[src/rtl/d_cache_pkg.sv]
// Shared geometry, address-split helpers and lookup/replacement types for the D-cache tag controller.
// DCACHE_PLRU_EN selects tree pseudo-LRU replacement state; otherwise a round-robin pointer per set.
package d_cache_pkg;

  localparam int DC_ADDR_W   = 32;
  localparam int DC_SETS     = 4;
  localparam int DC_WAYS     = 4;
  localparam int DC_OFFSET_W = 2;
  localparam int DC_SET_W    = $clog2(DC_SETS);
  localparam int DC_WAY_W    = $clog2(DC_WAYS);
  localparam int DC_TAG_W    = DC_ADDR_W - DC_SET_W - DC_OFFSET_W;

  typedef struct packed {
    logic                hit;
    logic [DC_WAY_W-1:0] way;
    logic [DC_WAY_W-1:0] victim;
  } lookup_rsp_t;

`ifdef DCACHE_PLRU_EN
  typedef logic [DC_WAYS-2:0] repl_state_t;
`else
  typedef logic [DC_WAY_W-1:0] repl_state_t;
`endif

  function automatic logic [DC_TAG_W-1:0] addr_tag(input logic [DC_ADDR_W-1:0] addr);
    return addr[DC_ADDR_W-1 -: DC_TAG_W];
  endfunction

  function automatic logic [DC_SET_W-1:0] addr_set(input logic [DC_ADDR_W-1:0] addr);
    return addr[DC_OFFSET_W +: DC_SET_W];
  endfunction

  function automatic logic [DC_OFFSET_W-1:0] addr_offset(input logic [DC_ADDR_W-1:0] addr);
    return addr[DC_OFFSET_W-1:0];
  endfunction

endpackage

[src/rtl/d_plru_tree.sv]
// Tree pseudo-LRU for one set: picks the victim way and applies a hit touch followed by a fill touch.
// Instantiated by d_sa_tag_ctrl only when DCACHE_PLRU_EN is defined.
module d_plru_tree #(
  parameter  int WAYS  = 4,
  localparam int WAY_W = $clog2(WAYS)
) (
  input  logic [WAYS-2:0]  state,
  input  logic             hit_en,
  input  logic [WAY_W-1:0] hit_way,
  input  logic             fill_en,
  input  logic [WAY_W-1:0] fill_way,
  output logic [WAY_W-1:0] victim,
  output logic [WAYS-2:0]  state_next
);

  // Heap-ordered nodes (root 0, children 2n+1 / 2n+2); a set bit steers the victim right.
  function automatic logic [WAYS-2:0] touch(input logic [WAYS-2:0] st, input logic [WAY_W-1:0] way);
    logic [WAYS-2:0] r;
    logic            b;
    int              idx;
    r   = st;
    idx = 0;
    for (int l = 0; l < WAY_W; l++) begin
      b = way[WAY_W-1-l];
      for (int n = 0; n < WAYS-1; n++) begin
        if (n == idx) r[n] = ~b;
      end
      idx = 2*idx + 1 + int'(b);
    end
    return r;
  endfunction

  function automatic logic [WAY_W-1:0] pick(input logic [WAYS-2:0] st);
    logic [WAY_W-1:0] v;
    logic             b;
    int               idx;
    v   = '0;
    idx = 0;
    for (int l = 0; l < WAY_W; l++) begin
      b = 1'b0;
      for (int n = 0; n < WAYS-1; n++) begin
        if (n == idx) b = st[n];
      end
      v[WAY_W-1-l] = b;
      idx = 2*idx + 1 + int'(b);
    end
    return v;
  endfunction

  logic [WAYS-2:0] st_hit;

  assign victim = pick(state);

  always_comb begin
    st_hit     = hit_en ? touch(state, hit_way) : state;
    state_next = fill_en ? touch(st_hit, fill_way) : st_hit;
  end

endmodule

[src/rtl/d_sa_tag_ctrl.sv]
// Set-associative D-cache tag/valid controller: registered lookups, refill writes, sequenced invalidate-all.
// Build option DCACHE_PLRU_EN: tree pseudo-LRU victim selection instead of per-set round-robin.
//
// state | meaning
// IDLE  | lookups and fills serviced
// FLUSH | clearing valid + replacement state of one set per cycle, busy high
module d_sa_tag_ctrl
  import d_cache_pkg::*;
#(
  parameter  int ADDR_W   = DC_ADDR_W,
  parameter  int SETS     = DC_SETS,
  parameter  int WAYS     = DC_WAYS,
  parameter  int OFFSET_W = DC_OFFSET_W,
  localparam int SET_W    = $clog2(SETS),
  localparam int WAY_W    = $clog2(WAYS),
  localparam int TAG_W    = ADDR_W - SET_W - OFFSET_W
) (
  input  logic                   clk,
  input  logic                   rst_n,
  input  logic                   req_valid,
  output logic                   req_ready,
  input  logic [ADDR_W-1:0]      req_addr,
  output logic                   rsp_valid,
  output logic                   rsp_hit,
  output logic                   rsp_miss,
  output logic [WAY_W-1:0]       rsp_way,
  output logic [SET_W+WAY_W-1:0] rsp_line,
  output logic [WAY_W-1:0]       rsp_victim,
  output logic [TAG_W-1:0]       rsp_tag,
  output logic [SET_W-1:0]       rsp_set,
  output logic [OFFSET_W-1:0]    rsp_offset,
  input  logic                   fill_valid,
  input  logic [SET_W-1:0]       fill_set,
  input  logic [WAY_W-1:0]       fill_way,
  input  logic [TAG_W-1:0]       fill_tag,
  input  logic                   inv_all,
  output logic                   busy
);

  typedef enum logic {IDLE, FLUSH} state_t;

  state_t                    state_q;
  logic                      busy_q;
  logic [SET_W-1:0]          flush_cnt_q;

  logic [TAG_W-1:0]          tag_mem [SETS][WAYS];
  logic [SETS-1:0][WAYS-1:0] valid_q;
  repl_state_t               repl_q [SETS];
  repl_state_t               repl_nxt [SETS];
  logic [WAY_W-1:0]          repl_victim [SETS];

  logic                      pend_q;
  logic [TAG_W-1:0]          tag_q;
  logic [SET_W-1:0]          set_q;
  logic [OFFSET_W-1:0]       off_q;

  logic                      req_fire;
  logic                      fill_en;
  logic                      inv_found;
  logic [WAY_W-1:0]          inv_way;
  lookup_rsp_t               lk;

  // Fill beats lookup for the port; fills are dropped while flushing.
  assign req_ready = ~busy_q & ~fill_valid;
  assign req_fire  = req_valid & req_ready;
  assign fill_en   = fill_valid & ~busy_q;
  assign busy      = busy_q;

  always_ff @(posedge clk or negedge rst_n) begin
    if (!rst_n) begin
      state_q     <= IDLE;
      busy_q      <= 1'b0;
      flush_cnt_q <= '0;
    end else begin
      case (state_q)
        IDLE: begin
          if (inv_all) begin
            state_q     <= FLUSH;
            busy_q      <= 1'b1;
            flush_cnt_q <= '0;
          end
        end
        FLUSH: begin
          if (flush_cnt_q == SET_W'(SETS-1)) begin
            state_q     <= IDLE;
            busy_q      <= 1'b0;
            flush_cnt_q <= '0;
          end else begin
            flush_cnt_q <= flush_cnt_q + SET_W'(1);
          end
        end
        default: state_q <= IDLE;
      endcase
    end
  end

  always_ff @(posedge clk or negedge rst_n) begin
    if (!rst_n) begin
      pend_q <= 1'b0;
      tag_q  <= '0;
      set_q  <= '0;
      off_q  <= '0;
    end else begin
      pend_q <= req_fire;
      if (req_fire) begin
        tag_q <= addr_tag(req_addr);
        set_q <= addr_set(req_addr);
        off_q <= addr_offset(req_addr);
      end
    end
  end

  always_ff @(posedge clk) begin
    if (fill_en) tag_mem[fill_set][fill_way] <= fill_tag;
  end

  always_ff @(posedge clk or negedge rst_n) begin
    if (!rst_n) begin
      valid_q <= '0;
      for (int s = 0; s < SETS; s++) repl_q[s] <= '0;
    end else if (busy_q) begin
      valid_q[flush_cnt_q] <= '0;
      repl_q[flush_cnt_q]  <= '0;
    end else begin
      if (fill_en) valid_q[fill_set][fill_way] <= 1'b1;
      for (int s = 0; s < SETS; s++) repl_q[s] <= repl_nxt[s];
    end
  end

  // Compare sees the arrays before this cycle's writes; descending scan leaves the lowest way.
  always_comb begin
    lk        = '0;
    inv_found = 1'b0;
    inv_way   = '0;
    for (int w = WAYS-1; w >= 0; w--) begin
      if (valid_q[set_q][w] && (tag_mem[set_q][w] == tag_q)) begin
        lk.hit = 1'b1;
        lk.way = WAY_W'(w);
      end
      if (!valid_q[set_q][w]) begin
        inv_found = 1'b1;
        inv_way   = WAY_W'(w);
      end
    end
    lk.victim = inv_found ? inv_way : repl_victim[set_q];
  end

`ifdef DCACHE_PLRU_EN
  for (genvar s = 0; s < SETS; s++) begin : g_plru
    d_plru_tree #(.WAYS(WAYS)) u_plru (
      .state      (repl_q[s]),
      .hit_en     (rsp_hit && (set_q == SET_W'(s))),
      .hit_way    (rsp_way),
      .fill_en    (fill_en && (fill_set == SET_W'(s))),
      .fill_way   (fill_way),
      .victim     (repl_victim[s]),
      .state_next (repl_nxt[s])
    );
  end
`else
  for (genvar s = 0; s < SETS; s++) begin : g_rr
    assign repl_victim[s] = repl_q[s];
    assign repl_nxt[s]    = (fill_en && (fill_set == SET_W'(s))) ? repl_q[s] + WAY_W'(1) : repl_q[s];
  end
`endif

  assign rsp_valid  = pend_q;
  assign rsp_hit    = pend_q & lk.hit;
  assign rsp_miss   = pend_q & ~lk.hit;
  assign rsp_way    = rsp_hit ? lk.way : '0;
  assign rsp_line   = {set_q, rsp_way};
  assign rsp_victim = pend_q ? lk.victim : '0;
  assign rsp_tag    = tag_q;
  assign rsp_set    = set_q;
  assign rsp_offset = off_q;

endmodule

[config.mk]
export PLATFORM = sky130hd
export DESIGN_NAME = d_sa_tag_ctrl
export DESIGN_NICKNAME = d
export VERILOG_FILES = /design/src/rtl/d_cache_pkg.sv /design/src/rtl/d_plru_tree.sv /design/src/rtl/d_sa_tag_ctrl.sv
export SDC_FILE = /design/constraint.sdc
export NUM_CORES = 1
export LEC_CHECK = 0
export ABC_AREA = 1
export CAP_MARGIN = 20
export CORE_ASPECT_RATIO = 1.4
export CORE_UTILIZATION = 60
export DETAILED_ROUTE_END_ITERATION = 6
export GPL_ROUTABILITY_DRIVEN = 0
export GPL_TIMING_DRIVEN = 1
export PLACE_DENSITY = 0.8
export SLEW_MARGIN = 15
export SYNTH_ARGS = -nofsm -noshare
export SYNTH_HDL_FRONTEND = slang
export SYNTH_SLANG_ARGS = --single-unit
[constraint.sdc]
create_clock -name clk -period 4.3 [get_ports clk]
set_input_delay 0.86 -clock clk [delete_from_list [all_inputs] [get_ports clk]]
set_output_delay 0.86 -clock clk [all_outputs]
set_load 0.01 [all_outputs]
## Word level (Yosys, flattened, before mapping)

Memory sizes are Yosys's and may differ from the RTL's.
Index checks and enable logic that the tools add are counted.

- Add/subtract/negate cells: 5
- $lt $le $gt $ge: 12
- Equality and inequality tests: 10
- Multiplexer cells: 48
- Bitwise gates (word level): 17
- Reduce and logical (&&, ||, !) cells: 20

Operators with widths:

| kind | count |
|---|---|
| $eq A28 B28 Y1 | 4 |
| $mux W112 | 1 |
| $demux W28 S2 | 1 |
| $mux W16 | 2 |
| $mux W2 | 16 |
| $mux W28 | 1 |
| $and A16 B16 Y16 | 1 |
| $demux W4 S2 | 2 |
| $not A16 Y16 | 1 |
| $or A16 B16 Y16 | 1 |
| $logic_and A1 B1 Y1 | 13 |
| $lt A2 B3 Y1 const B | 4 |
| $mux W3 | 4 |
| $mux W4 | 3 |
| $add A2 B1 Y2 const B | 5 |
| $mux W1 | 10 |
| $reduce_bool A2 Y1 | 5 |
| $ge A3 B3 Y1 const B | 3 |
| $not A2 Y3 | 3 |
| $and A8 B8 Y8 | 1 |
| $bmux W4 S2 | 1 |
| $mux W8 | 1 |
| $not A8 Y8 | 1 |
| $eq A2 B2 Y1 const B | 3 |
| 14 further kinds | 25 |

- Bits in registers: 61
- RAM bits: 448
- Input bits: 69
- Output and inout bits: 45
- Memories: 1

Memory list:

| name | depth | bits a word | rd ports | clocked after Yosys merged registers in | write ports | RTL line | text |
|---|---|---|---|---|---|---|---|
| tag_mem | 4 | 112 | 1 | 0 | 1 | d_sa_tag_ctrl.sv:46 | `logic [TAG_W-1:0] tag_mem [SETS][WAYS];` |

## Depth between registers and ports, before layout

Gate-level depths: netlist of run 1.

- Depth after elaboration: 9
- Depth in mapped cells: 20
- Mapped depth without buffers: 16

## Worst setup path before layout of run 1

OpenSTA, ideal clock, no wires.

- Path type: input port to flip-flop
- Start: in fill_valid
- End: mem tag_mem[3][0] (netlist name) (enable)
- Library setup time: 0.413 ns
- Arrival time: 2.807 ns
- Data required time: 3.887 ns
- Path slack: 1.080 ns
- Stages: 6
- Buffers on the path: 0
- Cells stage by stage: inv_1 -> nor2_1 -> inv_1 -> nor3_1 -> clkinv_1 -> nor2_1

- Cells in the longest elaborated chain, start to end: 3

RTL lines:

| what | RTL line | text |
|---|---|---|
| start: declaration | d_sa_tag_ctrl.sv:32 | `input logic fill_valid,` |
| $and A1 B1 Y1 | d_sa_tag_ctrl.sv:66 | `assign fill_en = fill_valid & ~busy_q;` |
| $mux W1 | d_sa_tag_ctrl.sv:114 | `if (fill_en) tag_mem[fill_set][fill_way] <= fill_tag;` |
| $mux W112 (not written as such) | d_sa_tag_ctrl.sv:114 |  |
| end: declaration | d_sa_tag_ctrl.sv:46 |  |

Every way passes these cells.

## Worst setup path after layout of run 1

- Start: reg set_q[0], in the netlist rsp_set[0]
- End: out rsp_hit

- Cells in the longest elaborated chain, start to end: 8

RTL lines:

| what | RTL line | text |
|---|---|---|
| start: declaration | d_sa_tag_ctrl.sv:54 | `logic [SET_W-1:0] set_q;` |
| start signal: assignment | d_sa_tag_ctrl.sv:107 | `set_q <= addr_set(req_addr);` |
| $mem_v2 Z4 W112 / $bmux W4 S2 (equally long branches) | - |  |
| $eq A28 B28 Y1 / $mux W4 (equally long branches) | d_sa_tag_ctrl.sv:136 | `if (valid_q[set_q][w] && (tag_mem[set_q][w] == tag_q)) begin` |
| $logic_and A1 B1 Y1 | d_sa_tag_ctrl.sv:136 |  |
| $mux W3 (3 in series) | d_sa_tag_ctrl.sv:136 |  |
| $mux W3 (*) | d_sa_tag_ctrl.sv:136 |  |
| $and A1 B1 Y1 (*) | d_sa_tag_ctrl.sv:168 | `assign rsp_hit = pend_q & lk.hit;` |
| end: declaration | d_sa_tag_ctrl.sv:24 | `output logic rsp_hit,` |

Every way passes the cells marked *; elsewhere a longest branch is shown, timed or not. The select of a mux whose other input is x is not followed.

==> results of run 1 <==
-- registers in the layout, summed over array words and instances (netlist names) --
| signal | flops |
|---|---|
| rsp_tag | 28 |
| rsp_offset | 2 |
| valid_q | 16 |
| busy | 1 |
| tag_mem | 448 |
| flush_cnt_q | 2 |
| repl_q | 8 |
| rsp_set | 2 |
| rsp_valid | 1 |
| state_q | 1 |
-- synthesized netlist by cell type (4+ instances only) --
library cell  instances  area share, %
nand2_1             881             15
edfxtp_1            448             62
nand3_1             336            7.7
nor2_1               98            1.7
inv_1                62            1.1
dfrtp_1              61            7.0
o21ai_0              55            1.3
buf_2                37           0.85
buf_4                21           0.72
buf_6                15           0.78
clkbuf_1             15           0.26
a21oi_1              11           0.25
o211ai_1              9           0.31
o22ai_1               9           0.26
o21ai_1               5           0.11
ha_1                  4           0.23
-- critical path: cells and delay by family, from the launching register on --
| kind | cells | cell delay, ns |
|---|---|---|
| flops | 1 | 0.55 |
| xor+xnor | 1 | 0.17 |
| simple gates | 10 | 1.01 |
| buf+inv | 5 | 1.00 |
-- final timing paths --
kind                                      startpoint                        end  slack, ns  cells past startpoint
max in group asynchronous                      rst_n     rsp_set[0]$_DFFE_PN0P_       3.13                      1
min                                            rst_n    rsp_tag[26]$_DFFE_PN0P_       0.43                      1
min in group clk           rsp_offset[1]$_DFFE_PN0P_  rsp_offset[1]$_DFFE_PN0P_       0.49                      2
min reg2reg                rsp_offset[1]$_DFFE_PN0P_  rsp_offset[1]$_DFFE_PN0P_       0.49                      2
max                           rsp_set[0]$_DFFE_PN0P_                    rsp_hit       0.11                     16
max reg2reg                         busy$_DFFE_PN0P_   tag_mem[1][70]$_DFFE_PP_       1.64                      4
-- routing by layer --
metal | vias up | global-route usage [%]
met5 | - | 0
met2 | 1342 | 57.86
met3 | 288 | 7.105
met1 | 7855 | 43.35
met4 | 4 | 24.69
li1 | 7341 | -
-- power groups by stage --
stage / clock [W] / sequential, W / combinational, W
global route: 0.00457 / 0.00624 / 0.00738
floorplan: 0 / 0.00614 / 0.00402
global placement: 0 / 0.00627 / 0.00608
CTS: 0.00437 / 0.00620 / 0.00660
finish: 0.00438 / 0.00623 / 0.00685
detailed placement: 0 / 0.00628 / 0.00629
-- final cells by class --
class	count	area (um^2)	area share [%]
clock buffer	58	1290	5.059
clock inverter	29	326.6	1.281
multi-input combinational	1419	6128	24.03
timing repair buffer	164	1897	7.439
inverter	66	281.5	1.104
sequential	509	14990	58.77
timing repair inverter	1	11.26	0.04416
tap	462	578.1	2.267
-- through the flow --
stage | cell area (um^2) | utilization, % | setup slack, ns
floorplan | 21770 | - | 1.080
global placement | 23600 | 65.90 | 0.1595
detailed placement | 23600 | 65.90 | 0.1747
CTS | 25430 | 71.02 | 0.02376
global route | 25500 | 71.21 | 0.009577
finish | 25500 | 71.21 | 0.1059
-- what timing repair did --
action,4_1_cts,5_1_grt
gates resized for setup,29,16
buffers inserted,0,2
hold buffers,0,0
setup endpoints to repair,6,6
cloned,4,1
-- logic make-up (layout without fill, tap and decap cells) --
group	after synthesis	after routing	share of synthesized area, %
and+or+nand+nor	1321	1321	24.78
DFF	509	509	68.81
buffers and inverters	156	318	3.794
AOI/OAI and AO/OA	92	92	2.305
adders and majority gates	4	4	0.2299
xor gates and xnor gates	2	2	0.08048
==> impl_metrics.tcl, run 1 <==
set metrics [dict create \
    tns_ns 0 \
    io_buffers 113 \
    die_w_um 163.0 \
    switchingPower_w 0.006878 \
    root_buffer "clkbuf_16" \
    synth_edf_count 448 \
    seqPwrFrac_pct 35.7 \
    antenna_found_initial 2 \
    die-area_mm2 0.03706 \
    drtIter0Drc 2248 \
    start_util_pct 60.79 \
    drive_gt1_share_pct 7.213 \
    synth_fp_nets 2157 \
    leakagePower_nw 10.05 \
    grt_max_degree 74 \
    switching_share_pct 39.40 \
    synth.avg_cell_area_um2 10.45 \
    vias 16830 \
    cts_made_buffers 47 \
    endpoint_kind "primary output" \
    async_flop_share_pct 11.98 \
    synthDistinctLibCells 29 \
    core_mm2 0.03581 \
    wl_met2_um 30990 \
    ys_seq_area_share_pct 68.81 \
    slew_headroom_pct 28.81 \
    cp_data_arrival_time_ns 3.33 \
    grt_overflow 0 \
    cp_slowest_cell "dfrtp_4" \
    p_comb_share_pct 39.2 \
    rsz0062_at_grt "no" \
    cp-start-kind "register" \
    hold_path.class "input port to asynchronous set/reset pin" \
    antenna_left 0 \
    whs_ns 0.4329 \
    crit_type "register to primary output" \
    grt_usage_pct 35.76 \
    placementRows 82 \
    cts_buffer_depth 3 \
    drtPass1Iterations 6 \
    h-tree-depth 2 \
    cts_tree "done" \
    synth_seq_cells 509 \
    yosysWarnings 0 \
    post-dp-hpwl_um 38170 \
    die_y_um 227.4 \
    insertion_delay_ns 0.58 \
    path_cells "buf_16 -> buf_8 -> buf_4 -> nand2_1 -> nand3_1 -> nand2_1 -> xor2_1 -> nand3_1 -> nor2_1 -> nand2_1 -> nor2_1 -> nor2_2 -> nand2_1 -> nand2_1 -> inv_1 -> clkdlybuf4s15_1" \
    fillers 2326 \
    crit_required_ns 3.44 \
    grt_pass1_wl_um 95920 \
    nets 2281 \
    critPathMaxStageDelay_ns 0.55 \
    clk_pin_slew_ns 0.07 \
    dp.cells 2614 \
    cts_sinks 509 \
    final.setup_skew_ns 0.01513 \
    slew_violations 0 \
    tightest_slew_ns 1.066 \
    top_layer "met5" \
    fin_crit_sh_pct 97.54 \
    yosys_most_used_dff "edfxtp_1" \
    hold_violations 0 \
    wl_met1_um 21180 \
    status "completed" \
    via_per_inst 6.215 \
    first_global_vias 16370 \
    power.internal_w 0.01058 \
    power.density_mw_per_mm2 684.6 \
    cap_violations 0 \
    wl_um 64710 \
    irDropWorstVdd_mv 0.5293 \
    final_common_cell "nand2_1" \
    crit_path_frequent_cell "nand2_1" \
    finalSetupViolations 0 \
    period_needed_ns 4.194 \
    syn_area_mm2 0.02177 \
    power_w 0.01746 \
    final_cell_mix "880 x nand2_1, 448 x edfxtp_1, 333 x nand3_1" \
    clkPwrFrac_pct 25.1 \
    drcViolationCount 0 \
    area_growth_pct 17.14 \
    synthCells 2084 \
    wl_met3_um 7970 \
    ios 114 \
    antenna_cells 0 \
    final_cells 2708 \
    fmax_mhz 238.4 \
    cp_max_fo 21 \
    wl_per_cell_um 23.90 \
]
Power figures use the tool's default switching activity.
==> run 2, diff against run 1 <==
Settings changed: CORE_MARGIN set to 10, SKIP_CTS_REPAIR_TIMING set to 1.
==> run 2 against run 1 <==
Effect of this change: the run now ends with design-rule violations left; sequential share of layout area about the same; hold slack gained 0.00064 ns; final cell count increased by 0.33%; maximum frequency is 1.6% higher; critical path depth grew 2; wire length is 2.6% higher; critical endpoint is now rsp_way[0]; largest cell class unchanged.
==> impl_metrics.tcl, run 2 (synthesis gave the netlist of run 1 again) <==
set metrics [dict create \
    die_w_um 181.0 \
    drtIter0Drc 2556 \
    die-area_mm2 0.04441 \
    crit_path_frequent_cell "nand2_1" \
    start_util_pct 60.79 \
    irDropWorstVdd_mv 0.6798 \
    period_needed_ns 4.128 \
    dp_slack_ns 0.2077 \
    grt_overflow 0 \
    wl_per_cell_um 24.45 \
    worst-r2r-setup-slack_ns 1.73 \
    timing.rr.start "busy$_DFFE_PN0P_" \
    largest_reg_flops 448 \
    critPathMaxStageDelay_ns 0.52 \
    dpl_cell_area_mm2 0.02361 \
    root_buffer "clkbuf_16" \
    path_cells "clkbuf_4 -> buf_4 -> inv_8 -> nand2_1 -> nand3_1 -> nand2_1 -> nand2_1 -> nand2_1 -> nor2_1 -> nand2_1 -> nor2_2 -> nand2_1 -> nor2_1 -> nand2_1 -> nand2_1 -> nand2_1 -> nor2_2 -> dlymetal6s2s_1" \
    drcViolationCount 1 \
    cp_data_arrival_time_ns 3.27 \
    grt_max_degree 107 \
    antenna_found_initial 1 \
    fin_crit_sh_pct 95.99 \
    finalSetupViolations 0 \
    setup_ws_ns 0.1722 \
    final.setup_skew_ns 0.01370 \
    leakagePower_nw 10.11 \
    ios 114 \
    h-tree-depth 2 \
    final_cell_area_mm2 0.02548 \
    tns_ns 0 \
    violations "design-rule violations" \
    die_y_um 245.4 \
    final_cell_mix "879 x nand2_1, 448 x edfxtp_1, 333 x nand3_1" \
    area_growth_pct 17.06 \
    vias 16950 \
    final_common_cell "nand2_1" \
    cts_tree "done" \
    power.density_mw_per_mm2 682.9 \
    cap_violations 0 \
    drtPass1Iterations 7 \
    fmax_mhz 242.3 \
    first_global_vias 16140 \
    cts_sinks 509 \
    post-route-util_pct 71.17 \
    clk_pin_slew_ns 0.06 \
    drive_gt1_share_pct 7.494 \
    tightest_slew_ns 0.9441 \
    largest_register "tag_mem" \
    nets 2294 \
    slew_headroom_pct 37.06 \
    slew_violations 0 \
    insertion_delay_ns 0.57 \
    crit_type "register to primary output" \
    cp-start-kind "register" \
    cp_max_fo 18 \
    cp_slowest_cell "dfrtp_4" \
    placementRows 82 \
    rsz0062_at_grt "no" \
    endpoint_kind "primary output" \
    cts_buffer_depth 3 \
    wl_um 66430 \
    crit_required_ns 3.44 \
    io_buffers 113 \
    antenna_left 0 \
    grt_usage_pct 28.06 \
    final_cells 2717 \
    hold_violations 0 \
    r2r-end "tag_mem[0][86]$_DFFE_PP_" \
    post-dp-hpwl_um 39360 \
    cts_made_buffers 47 \
    grt_pass1_wl_um 95540 \
    core_mm2 0.03581 \
    via_per_inst 6.238 \
    antenna_cells 0 \
    hold_path.class "input port to asynchronous set/reset pin" \
    status "complete, but fails checks" \
    dp.cells 2618 \
    rr_worst_depth 4 \
]
-- run 2: worst max-delay path, delay by kind of cell, from the launching register on --
family	cells	cell delay, ns
and+or+nand+nor	14	1.43
buffers and inverters	4	0.70
DFF	1	0.52
-- run 2: area by class of cell --
cell class / instances / area [um^2]
Timing Repair inverter: 1 / 11.26
Tap cell: 462 / 578.1
Inverter: 66 / 281.5
Multi-Input combinational cell: 1419 / 6131
Clock inverter: 16 / 191.4
Timing Repair Buffer: 177 / 1991
Fill cell: 2376 / 10320
Clock buffer: 67 / 1311
Sequential cell: 509 / 14990
-- run 2: where the power goes --
part	leakage [nW]	switching [W]	internal, W
clock	0.735	0.00179	0.00236
combinational	4.56	0.00472	0.00233
sequential	4.81	0.000480	0.00573
-- run 2: how the worst max path moves through the flow --
stage                           startpoint                       to  slack, ns  cells after the start
floorplan                       fill_valid  tag_mem[3][0]$_DFFE_PP_       1.08                      6
global placement    rsp_set[0]$_DFFE_PN0P_               rsp_way[0]       0.27                     16
detailed placement  rsp_set[0]$_DFFE_PN0P_              rsp_line[0]       0.21                     16
CTS                 rsp_set[0]$_DFFE_PN0P_              rsp_line[0]      -0.43                     16
global route        rsp_set[0]$_DFFE_PN0P_               rsp_way[0]       0.07                     18
finish              rsp_set[0]$_DFFE_PN0P_               rsp_way[0]       0.17                     18
-- run 2: stage by stage --
step / hold slack [ns] / power (W)
floorplan: 0.4528 / 0.01016
global placement: 0.4611 / 0.01241
detailed placement: 0.4751 / 0.01258
CTS: 0.4533 / 0.01673
global route: 0.4983 / 0.01812
finish: 0.4336 / 0.01740
-- run 2: layer usage --
layer	part of all wire [%]	track usage, %	vias to the layer above
li1	-	-	7361
met1	33	33.75	7962
met2	48	46.03	1340
met3	12	5.492	285
met4	6.9	17.31	2
met5	0.018	0	-
==> run 3, diff against run 2 <==
Settings changed: CORE_MARGIN 10 to 2.
==> run 3 against run 2 <==
Effect of this change: the flow still finishes with violations (design-rule violations); wire length fell by 0.87%; clock skew increased by 0.0022 ns; sequential share of layout area about the same; setup slack improved by 0.0093 ns; final cell count about the same; via count grew 0.71%.
==> impl_metrics.tcl, run 3 (synthesis gave the netlist of run 1 again) <==
set metrics [dict create \
    critPathMaxStageDelay_ns 0.58 \
    cts_buffer_depth 3 \
    crit_type "register to primary output" \
    power.density_mw_per_mm2 677.7 \
    switchingPower_w 0.006981 \
    dpl_cell_area_mm2 0.02360 \
    die-area_mm2 0.03784 \
    cp-start-kind "register" \
    drive_gt1_share_pct 7.713 \
    irDropWorstVdd_mv 0.4637 \
    p_comb_share_pct 40.4 \
    vias 17070 \
    seqPwrFrac_pct 36.1 \
    slew_violations 0 \
    largest_register "tag_mem" \
    hold_path.class "input port to asynchronous set/reset pin" \
    root_buffer "clkbuf_16" \
    final_common_cell "nand2_1" \
    startpoint "rsp_set[0]$_DFFE_PN0P_" \
    die_y_um 229.4 \
    fin_crit_sh_pct 95.78 \
    leakagePower_nw 10.09 \
    cap_violations 0 \
    ios 114 \
    antenna_found_initial 3 \
    io_buffers 113 \
    die_w_um 165.0 \
    post-dp-hpwl_um 39140 \
    wl_met1_um 21600 \
    first_global_vias 16230 \
    fillers 2406 \
    status "complete, but fails checks" \
    wl_met2_um 31930 \
    fmax_mhz 242.8 \
    violations "design-rule violations" \
    wl_um 65850 \
    crit_family "simple AND/OR/NAND/NOR gates" \
    top_layer "met5" \
    cp_data_arrival_time_ns 3.26 \
    drcViolationCount 13 \
    final_cells 2719 \
    power_w 0.01727 \
    wl_met3_um 7624 \
    finalSetupViolations 0 \
    wl_per_cell_um 24.22 \
    area_growth_pct 17.04 \
    insertion_delay_ns 0.58 \
    crit_buf_inv 3 \
    tightest_slew_ns 0.9458 \
    period_needed_ns 4.118 \
    final.setup_skew_ns 0.01587 \
    core_mm2 0.03581 \
    drtIter0Drc 2692 \
    worst-r2r-setup-slack_ns 1.63 \
    cp_max_fo 30 \
    whs_ns 0.4184 \
    clkPwrFrac_pct 23.5 \
    largest_reg_flops 448 \
    clk_pin_slew_ns 0.06 \
    cts_sinks 509 \
    placementRows 82 \
    start_util_pct 60.79 \
    multi_input_area_mm2 0.006155 \
    grt_usage_pct 33.62 \
    endpoint_kind "primary output" \
    path_cells "buf_12 -> clkbuf_16 -> nand2_1 -> nand3_1 -> nand3_2 -> nand2_1 -> a21oi_1 -> nand2_1 -> nor2_1 -> nand2_1 -> nor2_1 -> nor2_2 -> nand2_1 -> nand2_1 -> nor2_2 -> dlymetal6s2s_1" \
    final_cell_mix "877 x nand2_1, 448 x edfxtp_1, 332 x nand3_1" \
    crit_path_frequent_cell "nand2_1" \
    via_per_inst 6.278 \
    final_cell_area_mm2 0.02548 \
    grt_overflow 0 \
    cts_made_buffers 47 \
    crit_required_ns 3.44 \
    switching_share_pct 40.43 \
    grt_max_degree 122 \
    power.internal_w 0.01028 \
    slew_headroom_pct 36.95 \
    rsz0062_at_grt "no" \
    cts_tree "done" \
    nets 2292 \
    grt_pass1_wl_um 93420 \
    drtPass1Iterations 7 \
    cp_slowest_cell "dfrtp_4" \
    antenna_left 0 \
    timing.rr.start "busy$_DFFE_PN0P_" \
    post-route-util_pct 71.15 \
    regArea_mm2 0.01499 \
    dp.cells 2618 \
    h-tree-depth 2 \
    hold_violations 0 \
]
run 3: changes by cell type in the layout (fill, tap and decap cells not counted), moves of 3 or more:
cell	delta
buf_4	-4
buf_6	+3
clkbuf_1	-8
clkinv_1	+10
run 3: final timing paths:
check                                            to  depth (start not counted)
max                                      rsp_way[0]                         16
min                         rsp_tag[26]$_DFFE_PN0P_                          1
max reg2reg                tag_mem[3][16]$_DFFE_PP_                          6
min reg2reg                  valid_q[5]$_DFFE_PN0P_                          2
max in group asynchronous    rsp_set[0]$_DFFE_PN0P_                          1
min in group clk             valid_q[5]$_DFFE_PN0P_                          2
run 3: layout make-up:
type	count	area share [%]
repair buffers	175	7.769
inverters	66	1.125
clock buffers	57	4.921
multi-input cells	1419	24.16
flip-flops and latches	509	58.83
well taps	462	2.269
diodes	1	0.009822
repair inverters	1	0.04420
clock inverters	29	0.8791
run 3: stage by stage:
step / setup slack, ns / TNS [ns]
after floorplan: 1.080 / 0
after global placement: 0.2381 / 0
after detailed placement: 0.1821 / 0
after CTS: -0.4679 / -1.960
after global routing: 0.03722 / 0
final: 0.1815 / 0
run 3: power by group through the flow:
stage | Sequential, W | Combinational [W] | Clock, W
floorplan | 0.00614 | 0.00402 | 0
global placement | 0.00627 | 0.00607 | 0
detailed placement | 0.00628 | 0.00624 | 0
CTS | 0.00619 | 0.00631 | 0.00405
global route | 0.00625 | 0.00751 | 0.00425
finish | 0.00623 | 0.00698 | 0.00406
run 3: worst reg2reg max path: cells and delay by family (launching register included):
family	cells	cell delay, ns
buf+inv	3	0.85
simple gates	3	1.02
flops	1	0.46
run 3: per-layer routing:
layer	GRT usage, %	up-vias
li1	-	7358
met1	40.90	8129
met2	54.70	1308
met3	6.193	272
met4	22.07	4
met5	0	-
